<file path="config.mk">
export PLATFORM = sky130hd
export DESIGN_NAME = cbus_slv_resp_flat
export DESIGN_NICKNAME = d
export VERILOG_FILES = /design/src/rtl/cbus_slv_resp_if.sv /design/src/rtl/cbus_slv_resp.sv /design/src/flat_wrapper.sv
export SDC_FILE = /design/constraint.sdc
export NUM_CORES = 1
export LEC_CHECK = 0
export BUFFER_PORTS_ARGS = -buffer_cell sky130_fd_sc_hd__buf_4
export CORE_MARGIN = 1
export CORE_UTILIZATION = 44
export CTS_CLUSTER_DIAMETER = 60
export CTS_CLUSTER_SIZE = 12
export DETAILED_ROUTE_END_ITERATION = 8
export PLACE_DENSITY_LB_ADDON = 0.1
export REMOVE_ABC_BUFFERS = 1
export SYNTH_ARGS = -nofsm -noshare
export SYNTH_HDL_FRONTEND = slang
export SYNTH_SLANG_ARGS = --single-unit
</file>
<file path="constraint.sdc">
create_clock -name cbus_clk -period 1.85 [get_ports cbus_clk]
set_input_delay 0.0925 -clock cbus_clk [delete_from_list [all_inputs] [get_ports cbus_clk]]
set_output_delay 0.0925 -clock cbus_clk [all_outputs]
set_load 0.03 [all_outputs]
</file>
<file path="src/rtl/cbus_slv_resp_if.sv">
// cbus request/response signal bundle between a bus master and a responder.
// The master drives the request level and attributes; the responder returns pulses.
interface cbus_slv_resp_if #(
   parameter int unsigned AW = 16
) ();

   logic          cbus_m_req;
   logic          cbus_m_wr;
   logic [AW-1:0] cbus_m_addr;
   logic [31:0]   cbus_m_wdata;
   logic          cbus_s_waccept;
   logic          cbus_s_rresp;
   logic [31:0]   cbus_s_rdata;
   logic          cbus_s_err;

   modport master (
      output cbus_m_req,
      output cbus_m_wr,
      output cbus_m_addr,
      output cbus_m_wdata,
      input  cbus_s_waccept,
      input  cbus_s_rresp,
      input  cbus_s_rdata,
      input  cbus_s_err
   );

   modport slave (
      input  cbus_m_req,
      input  cbus_m_wr,
      input  cbus_m_addr,
      input  cbus_m_wdata,
      output cbus_s_waccept,
      output cbus_s_rresp,
      output cbus_s_rdata,
      output cbus_s_err
   );

endinterface

</file>
<file path="src/rtl/cbus_slv_resp.sv">
// cbus responder: forwards one master request at a time to a local register port,
// returns a single-cycle waccept/rresp pulse, tracks master aborts and local timeouts.
module cbus_slv_resp #(
   parameter int unsigned AW       = 16,
   parameter logic [15:0] LOCAL_TO = 16'd64,
   parameter logic [31:0] ERR_DATA = 32'hDEAD_BEEF
) (
   input  logic          cbus_clk,
   input  logic          cbus_rst_n,
   cbus_slv_resp_if.slave cbus,
   output logic          reg_req,
   output logic          reg_wr,
   output logic [AW-1:0] reg_addr,
   output logic [31:0]   reg_wdata,
   input  logic          reg_ack,
   input  logic [31:0]   reg_rdata,
   output logic [15:0]   abort_cnt
);

   typedef enum logic [1:0] {StIdle, StWait, StResp, StDrain} state_e;

   state_e        state_q, state_d;
   logic          reg_req_q, reg_req_d;
   logic          reg_wr_q, reg_wr_d;
   logic [AW-1:0] reg_addr_q, reg_addr_d;
   logic [31:0]   reg_wdata_q, reg_wdata_d;
   logic [15:0]   to_cnt_q, to_cnt_d;
   logic          abort_q, abort_d;
   logic [15:0]   abort_cnt_q, abort_cnt_d;
   logic          waccept_q, waccept_d;
   logic          rresp_q, rresp_d;
   logic [31:0]   rdata_q, rdata_d;
   logic          err_q, err_d;

   logic          abort_now;
   logic          timeout;

   // Abort also covers the master dropping its request in the last WAIT cycle.
   assign abort_now = abort_q | ~cbus.cbus_m_req;
   assign timeout   = (LOCAL_TO != 16'd0) && (to_cnt_q == LOCAL_TO - 16'd1);

   always_ff @(posedge cbus_clk or negedge cbus_rst_n) begin
      if (!cbus_rst_n) begin
         state_q     <= StIdle;
         reg_req_q   <= 1'b0;
         reg_wr_q    <= 1'b0;
         reg_addr_q  <= '0;
         reg_wdata_q <= '0;
         to_cnt_q    <= '0;
         abort_q     <= 1'b0;
         abort_cnt_q <= '0;
         waccept_q   <= 1'b0;
         rresp_q     <= 1'b0;
         rdata_q     <= '0;
         err_q       <= 1'b0;
      end else begin
         state_q     <= state_d;
         reg_req_q   <= reg_req_d;
         reg_wr_q    <= reg_wr_d;
         reg_addr_q  <= reg_addr_d;
         reg_wdata_q <= reg_wdata_d;
         to_cnt_q    <= to_cnt_d;
         abort_q     <= abort_d;
         abort_cnt_q <= abort_cnt_d;
         waccept_q   <= waccept_d;
         rresp_q     <= rresp_d;
         rdata_q     <= rdata_d;
         err_q       <= err_d;
      end
   end

   always_comb begin
      state_d     = state_q;
      reg_req_d   = reg_req_q;
      reg_wr_d    = reg_wr_q;
      reg_addr_d  = reg_addr_q;
      reg_wdata_d = reg_wdata_q;
      to_cnt_d    = to_cnt_q;
      abort_d     = abort_q;
      abort_cnt_d = abort_cnt_q;
      waccept_d   = 1'b0;
      rresp_d     = 1'b0;
      rdata_d     = '0;
      err_d       = 1'b0;

      unique case (state_q)
         StIdle: begin
            if (cbus.cbus_m_req) begin
               reg_wr_d    = cbus.cbus_m_wr;
               reg_addr_d  = cbus.cbus_m_addr;
               reg_wdata_d = cbus.cbus_m_wdata;
               reg_req_d   = 1'b1;
               to_cnt_d    = '0;
               abort_d     = 1'b0;
               state_d     = StWait;
            end
         end
         StWait: begin
            abort_d = abort_now;
            // reg_ack takes priority over a coincident timeout.
            if (reg_ack || timeout) begin
               reg_req_d = 1'b0;
               state_d   = StResp;
               if (!abort_now) begin
                  err_d = ~reg_ack;
                  if (reg_wr_q) begin
                     waccept_d = 1'b1;
                  end else begin
                     rresp_d = 1'b1;
                     rdata_d = reg_ack ? reg_rdata : ERR_DATA;
                  end
               end
            end else begin
               to_cnt_d = to_cnt_q + 16'd1;
            end
         end
         StResp: begin
            if (abort_q) begin
               if (abort_cnt_q != 16'hFFFF) begin
                  abort_cnt_d = abort_cnt_q + 16'd1;
               end
               state_d = StIdle;
            end else begin
               state_d = StDrain;
            end
         end
         StDrain: begin
            if (!cbus.cbus_m_req) begin
               state_d = StIdle;
            end
         end
         default: state_d = StIdle;
      endcase
   end

   assign reg_req             = reg_req_q;
   assign reg_wr              = reg_wr_q;
   assign reg_addr            = reg_addr_q;
   assign reg_wdata           = reg_wdata_q;
   assign abort_cnt           = abort_cnt_q;
   assign cbus.cbus_s_waccept = waccept_q;
   assign cbus.cbus_s_rresp   = rresp_q;
   assign cbus.cbus_s_rdata   = rdata_q;
   assign cbus.cbus_s_err     = err_q;

endmodule

</file>
<file path="src/flat_wrapper.sv">
// flat-port wrapper written by rule: the top's interface ports become plain ports
module cbus_slv_resp_flat 
#(
   parameter int unsigned AW       = 16,
   parameter logic [15:0] LOCAL_TO = 16'd64,
   parameter logic [31:0] ERR_DATA = 32'hDEAD_BEEF
)
  (cbus_clk, cbus_rst_n, reg_req, reg_wr, reg_addr, reg_wdata, reg_ack, reg_rdata, abort_cnt, cbus_cbus_m_req, cbus_cbus_m_wr, cbus_cbus_m_addr, cbus_cbus_m_wdata, cbus_cbus_s_waccept, cbus_cbus_s_rresp, cbus_cbus_s_rdata, cbus_cbus_s_err);
  cbus_slv_resp_if #(.AW(AW)) cbus_i ();
  input  logic cbus_clk;
  input  logic cbus_rst_n;
  output logic reg_req;
  output logic reg_wr;
  output logic [AW-1:0] reg_addr;
  output logic [31:0] reg_wdata;
  input  logic reg_ack;
  input  logic [31:0] reg_rdata;
  output logic [15:0] abort_cnt;
  input wire logic [$bits(cbus_i.cbus_m_req)-1:0] cbus_cbus_m_req;
  input wire logic [$bits(cbus_i.cbus_m_wr)-1:0] cbus_cbus_m_wr;
  input wire logic [$bits(cbus_i.cbus_m_addr)-1:0] cbus_cbus_m_addr;
  input wire logic [$bits(cbus_i.cbus_m_wdata)-1:0] cbus_cbus_m_wdata;
  output wire logic [$bits(cbus_i.cbus_s_waccept)-1:0] cbus_cbus_s_waccept;
  output wire logic [$bits(cbus_i.cbus_s_rresp)-1:0] cbus_cbus_s_rresp;
  output wire logic [$bits(cbus_i.cbus_s_rdata)-1:0] cbus_cbus_s_rdata;
  output wire logic [$bits(cbus_i.cbus_s_err)-1:0] cbus_cbus_s_err;
  assign cbus_i.cbus_m_req = cbus_cbus_m_req;
  assign cbus_i.cbus_m_wr = cbus_cbus_m_wr;
  assign cbus_i.cbus_m_addr = cbus_cbus_m_addr;
  assign cbus_i.cbus_m_wdata = cbus_cbus_m_wdata;
  assign cbus_cbus_s_waccept = cbus_i.cbus_s_waccept;
  assign cbus_cbus_s_rresp = cbus_i.cbus_s_rresp;
  assign cbus_cbus_s_rdata = cbus_i.cbus_s_rdata;
  assign cbus_cbus_s_err = cbus_i.cbus_s_err;
  cbus_slv_resp #(.AW(AW), .LOCAL_TO(LOCAL_TO), .ERR_DATA(ERR_DATA)) u_core (.cbus_clk(cbus_clk), .cbus_rst_n(cbus_rst_n), .cbus(cbus_i), .reg_req(reg_req), .reg_wr(reg_wr), .reg_addr(reg_addr), .reg_wdata(reg_wdata), .reg_ack(reg_ack), .reg_rdata(reg_rdata), .abort_cnt(abort_cnt));
endmodule
</file>
Word-level counts from Yosys, hierarchy flattened

Index checks and enable logic that the tools add are counted.

Muxes and demuxes: 29
Add/sub/neg operators: 2
Reductions and logical operators: 9
Bitwise operators: 3
Eq/ne operators: 9

Operators by type and width:

| operator                                             | number |
|---|---|
| 2-to-1 mux 32 bit                                    | 5 |
| adder 16 x 1 -> 16 bit, second input constant        | 2 |
| 2-to-1 mux 16 bit                                    | 2 |
| case mux 16 bit (2 select lines)                     | 1 |
| equality test 16 x 6 -> 1 bit, second input constant | 1 |
| != test 16 bit, second input constant                | 1 |
| 2-to-1 mux 1 bit                                     | 14 |
| AND reduction 3 bit                                  | 4 |
| 2-to-1 mux 2 bit                                     | 4 |
| case mux 2 bit (4 select lines)                      | 1 |
| != test 2 bit, second input constant                 | 3 |
| equality test 2 bit, second input constant           | 2 |
| case mux 1 bit (2 select lines)                      | 2 |
| AND reduction 2 bit                                  | 2 |
| equality test 2 x 1 -> 1 bit, second input constant  | 1 |
| zero test 2 bit                                      | 1 |
| != test 2 x 1 -> 1 bit, second input constant        | 1 |
| inverter 1 bit                                       | 2 |
| nonzero test 2 bit                                   | 1 |
| logical OR 1 bit                                     | 1 |
| OR 1 bit                                             | 1 |

Flip-flop bits (word level): 120

Longest topological paths before layout

Depth after elaboration: 5
Mapped depth: 8
Gate-level depth less buffers: 6

Worst setup path after synthesis

No wires, ideal clock.

Path kind: reg-to-reg
Start: register u_core.abort_cnt_q[10], in the netlist u_core.abort_cnt[10]
End: register u_core.abort_cnt_q[1], in the netlist u_core.abort_cnt[1]
Data required time: 1725 ps
Arrival time: 1814 ps
Slack: -88 ps
Clock period less this slack: 1938 ps
Cell stages (with the launch flop): 7
Cells stage by stage: dfrtp_1 -> and4_1 -> and3_1 -> and3_1 -> buf_2 -> nor2b_1 -> mux2_2

Longest elaborated chain between the ends: 2

Ends and longest elaborated chain:

| what                          | RTL line             | source |
|---|---|---|
| from (decl)                   | cbus_slv_resp.sv:29  | `logic [15:0] abort_cnt_q, abort_cnt_d;` |
| from (signal assigned)        | cbus_slv_resp.sv:64  | `abort_cnt_q <= abort_cnt_d;` |
| != test 16 bit                | cbus_slv_resp.sv:119 | `if (abort_cnt_q != 16'hFFFF) begin` |
| AND reduction 3 bit (no line) | --                   |  |

No other way between the ends.
A chain may end at the register's enable or synchronous reset.

Final worst setup path

Start: register u_core.to_cnt_q[0]
End: register u_core.to_cnt_q[15]

Longest elaborated chain between the ends: 4
Elaborated cells between the ends (all ways): 7
Classes of those cells: add/sub: 1; eq/ne: 2; mux: 2; reduce/logical: 2

Ends and longest elaborated chain:

| what                                                           | RTL line            | source |
|---|---|---|
| from (decl)                                                    | cbus_slv_resp.sv:27 | `logic [15:0] to_cnt_q, to_cnt_d;` |
| from (signal assigned)                                         | cbus_slv_resp.sv:62 | `to_cnt_q <= to_cnt_d;` |
| branches (longest 4 deep; another with adder 16 x 1 -> 16 bit) | --                  |  |

Parallel ways; which one is timed is not known. The select of a mux whose other input is x is not followed.

==> impl_metrics.yaml <==
route:
  via_per_inst: 4.87
  route.vias.total: 4132
  drt_iter0_drc: 231
  wl_per_cell_um: 15.2
  remaining_drc_errors: 0
  finalWirelength_um: 12900
  final_antenna_net_count: 0
  detail_route.first_pass.iterations: 4
setup_path:
  slowest_stage: "or4b_1"
  timing.rr.start: "u_core.to_cnt_q[0]$_DFFE_PN0P_"
  cp_common_cell: "nand3_1"
  critPathMaxFanout: 4
  crit_type: "reg2reg"
  crit_arrival_ns: 2.14
  required_ns: 2.22
  cp-startpoint: "u_core.to_cnt_q[0]$_DFFE_PN0P_"
  critPathLaunchType: "flip-flop"
  end_kind: "flip-flop"
  crit_family: "simple AND/OR/NAND/NOR gates"
  cp_slowest_stage_delay_ns: 0.53
  worstPathCellList: "buf_4 > nand3_1 > nor3_1 > or4b_1 > nand3_1 > o311ai_2"
  cp.buffers_inverters: 1
pwr:
  cellLeakagePower_nw: 4.06
  peakVddDrop_mv: 1.04
  total_power_mw: 11.3
  power_density_nw_per_um2: 1400
layout:
  layout_common_cells: "buf_4, dfrtp_1, dlygate4sd3_1"
  nets: 788
  fill_cells: 635
  drive_above_1_share: 0.440
  layout.area.seq_um2: 3010
  multi_input_comb_area_um2: 1690
  area_growth_pct: 66.8
  final_common_cell: "buf_4"
  antennaDiodeCount: 0
  utilization: 0.768
  final_area_um2: 8070
synthesis:
  synth_top_area_cell: "dfrtp_1"
  yosysWarnings: 0
  synth_cell_type_count: 41
  ys_seq_elements: 120
  yosysSeqAreaShare: 0.621
  netlist.area_leader.share: 0.621
  async_flop_share: 1.00
  synth.area.top_cells: "dfrtp_1, mux2_2, a21oi_1"
  synth-main-ff-cell: "dfrtp_1"
  syn_area_um2: 4840
  synth_edf_count: 0
  syn_area_per_cell_um2: 12.2
  netlist_instances: 398
clocking:
  cts_made_buffers: 17
  cts.sinks: 120
  ctsHtreeMaxLevel: 4
  clk_latency_ns: 0.50
  root_buffer: "clkbuf_8"
  clock_path_buffers: 2
  cts_tree: "built"
  path_clk_slew_ns: 0.06
placed_design:
  gp_congestion: 0.839
  place_hpwl_um: 7800
  place_area_um2: 6530
  io_buffers: 185
  dp_slack_ns: -0.0597
run:
  maxCapViolCount: 0
status:
  status: "finished, final reports clean"
die:
  fp.dieW_um: 107
  die_height_um: 107
  start_util: 0.460
  placementRows: 37
  core-area_um2: 10500
  die-area_um2: 11400
  io_pins: 186
global_routing:
  grt.total_usage: 0.231
  grt_first_pass_wirelength_um: 20300
  grt_max_degree: 67
  antenna_found_initial: 0
  overflow: 0
  grt_pass1_vias: 4258
worst_hold_path:
  min-delay-path-class: "in2async"
sta:
  hold_viol: 0
  max_slew.worst_pin.slew_ns: 0.481
  fin_crit_sh: 0.957
  maxSlewHeadroom: 0.679
  clock_skew_ns: 0.0127
  fmax_mhz: 565
  drv_slew: 0
  tns_ns: 0
  min_period_ns: 1.77
  worst_slack_ns: 0.0798
  finalSetupViolations: 0
## cell usage after synthesis, types with 2 or more instances
cell type and n:
dfrtp_1 120, mux2_2 51, a21oi_1 28, inv_1 28, nand2_1 25, nand3_1 19, nor2_1 19, o21ai_0 16
and3_1 14, buf_2 9, clkbuf_1 7, nor3_1 6, xor2_1 6, nand4_1 4, xnor2_1 4, a31oi_1 3
and4_1 3, mux2i_1 3, nand2b_1 3, o31ai_1 3, ha_1 2, nor2b_1 2, nor4_1 2, o21ai_1 2
o311ai_0 2, o41ai_1 2
## path summary, 6_finish.rpt
kind,endpoint,slack [ns],cells past startpoint
min in group cbus_clk,u_core.reg_wdata[31]$_DFFE_PN0P_,0.37,3
worst max register to register,u_core.to_cnt_q[15]$_DFFE_PN0P_,0.08,6
worst min register to register,u_core.reg_wdata[5]$_DFFE_PN0P_,0.50,1
worst max-delay path,u_core.to_cnt_q[15]$_DFFE_PN0P_,0.08,6
worst min-delay path,u_core.abort_cnt[6]$_DFFE_PN0P_,0.15,3
max in group asynchronous,u_core.to_cnt_q[10]$_DFFE_PN0P_,1.35,3
## cell type report
cell class	count	area share
well taps	136	0.0211
flip-flops and latches	120	0.373
clock inverters	8	0.0149
multi-input cells	233	0.209
repair buffers	301	0.311
clock buffers	23	0.0579
inverters	28	0.0130
## per-layer routing
| layer | global-route usage | vias to the layer above | routed length [um] |
|---|---|---|---|
| met3 | 0.0529 | 21 | 557 |
| met2 | 0.407 | 127 | 6990 |
| met4 | 0.114 | 0 | 276 |
| met5 | 0 | - | 0 |
| li1 | - | 1986 | - |
| met1 | 0.262 | 1998 | 5050 |
## registers in the layout, summed over array words and instances, names as in the netlist
name	count
u_core.cbus.cbus_s_rdata	32
u_core.reg_wdata	32
u_core.abort_cnt	16
u_core.reg_addr	16
u_core.to_cnt_q	16
u_core.state_q	2
u_core.abort_q	1
u_core.cbus.cbus_s_err	1
u_core.cbus.cbus_s_rresp	1
u_core.cbus.cbus_s_waccept	1
u_core.reg_req	1
u_core.reg_wr	1
## tightest hold or removal path: cells and delay by family
kind / cells / cell delay (ns)
buf+inv: 3 / 0.94
## per-stage QoR
step / hold slack [ns] / cells
finish: 0.149 / 849
global placement: 0.132 / 725
CTS: 0.138 / 843
floorplan: -0.203 / 380
global route: 0.157 / 849
detailed placement: 0.132 / 725
## what timing repair did
item	4_1_cts	5_1_grt
resized for setup	1	16
cloned	1	0
hold buffers	84	0
endpoints found under the setup margin	6	20
endpoints found under the hold margin	206	0
buffers inserted	2	6
pin swaps	1	3
## report_power, final
group	switching (mW)	internal, mW
logic	2.42	1.90
registers	0.424	3.34
clock network	1.09	2.14
## logic make-up after synthesis
| logic type | share of synthesized area |
|---|---|
| buf+inv | 0.0404 |
| compound gates | 0.0724 |
| mux | 0.125 |
| xor+xnor | 0.0181 |
| fa+ha+maj | 0.00517 |
| flops | 0.621 |
| simple gates | 0.118 |
No activity file was read; power rests on OpenSTA's default activity.
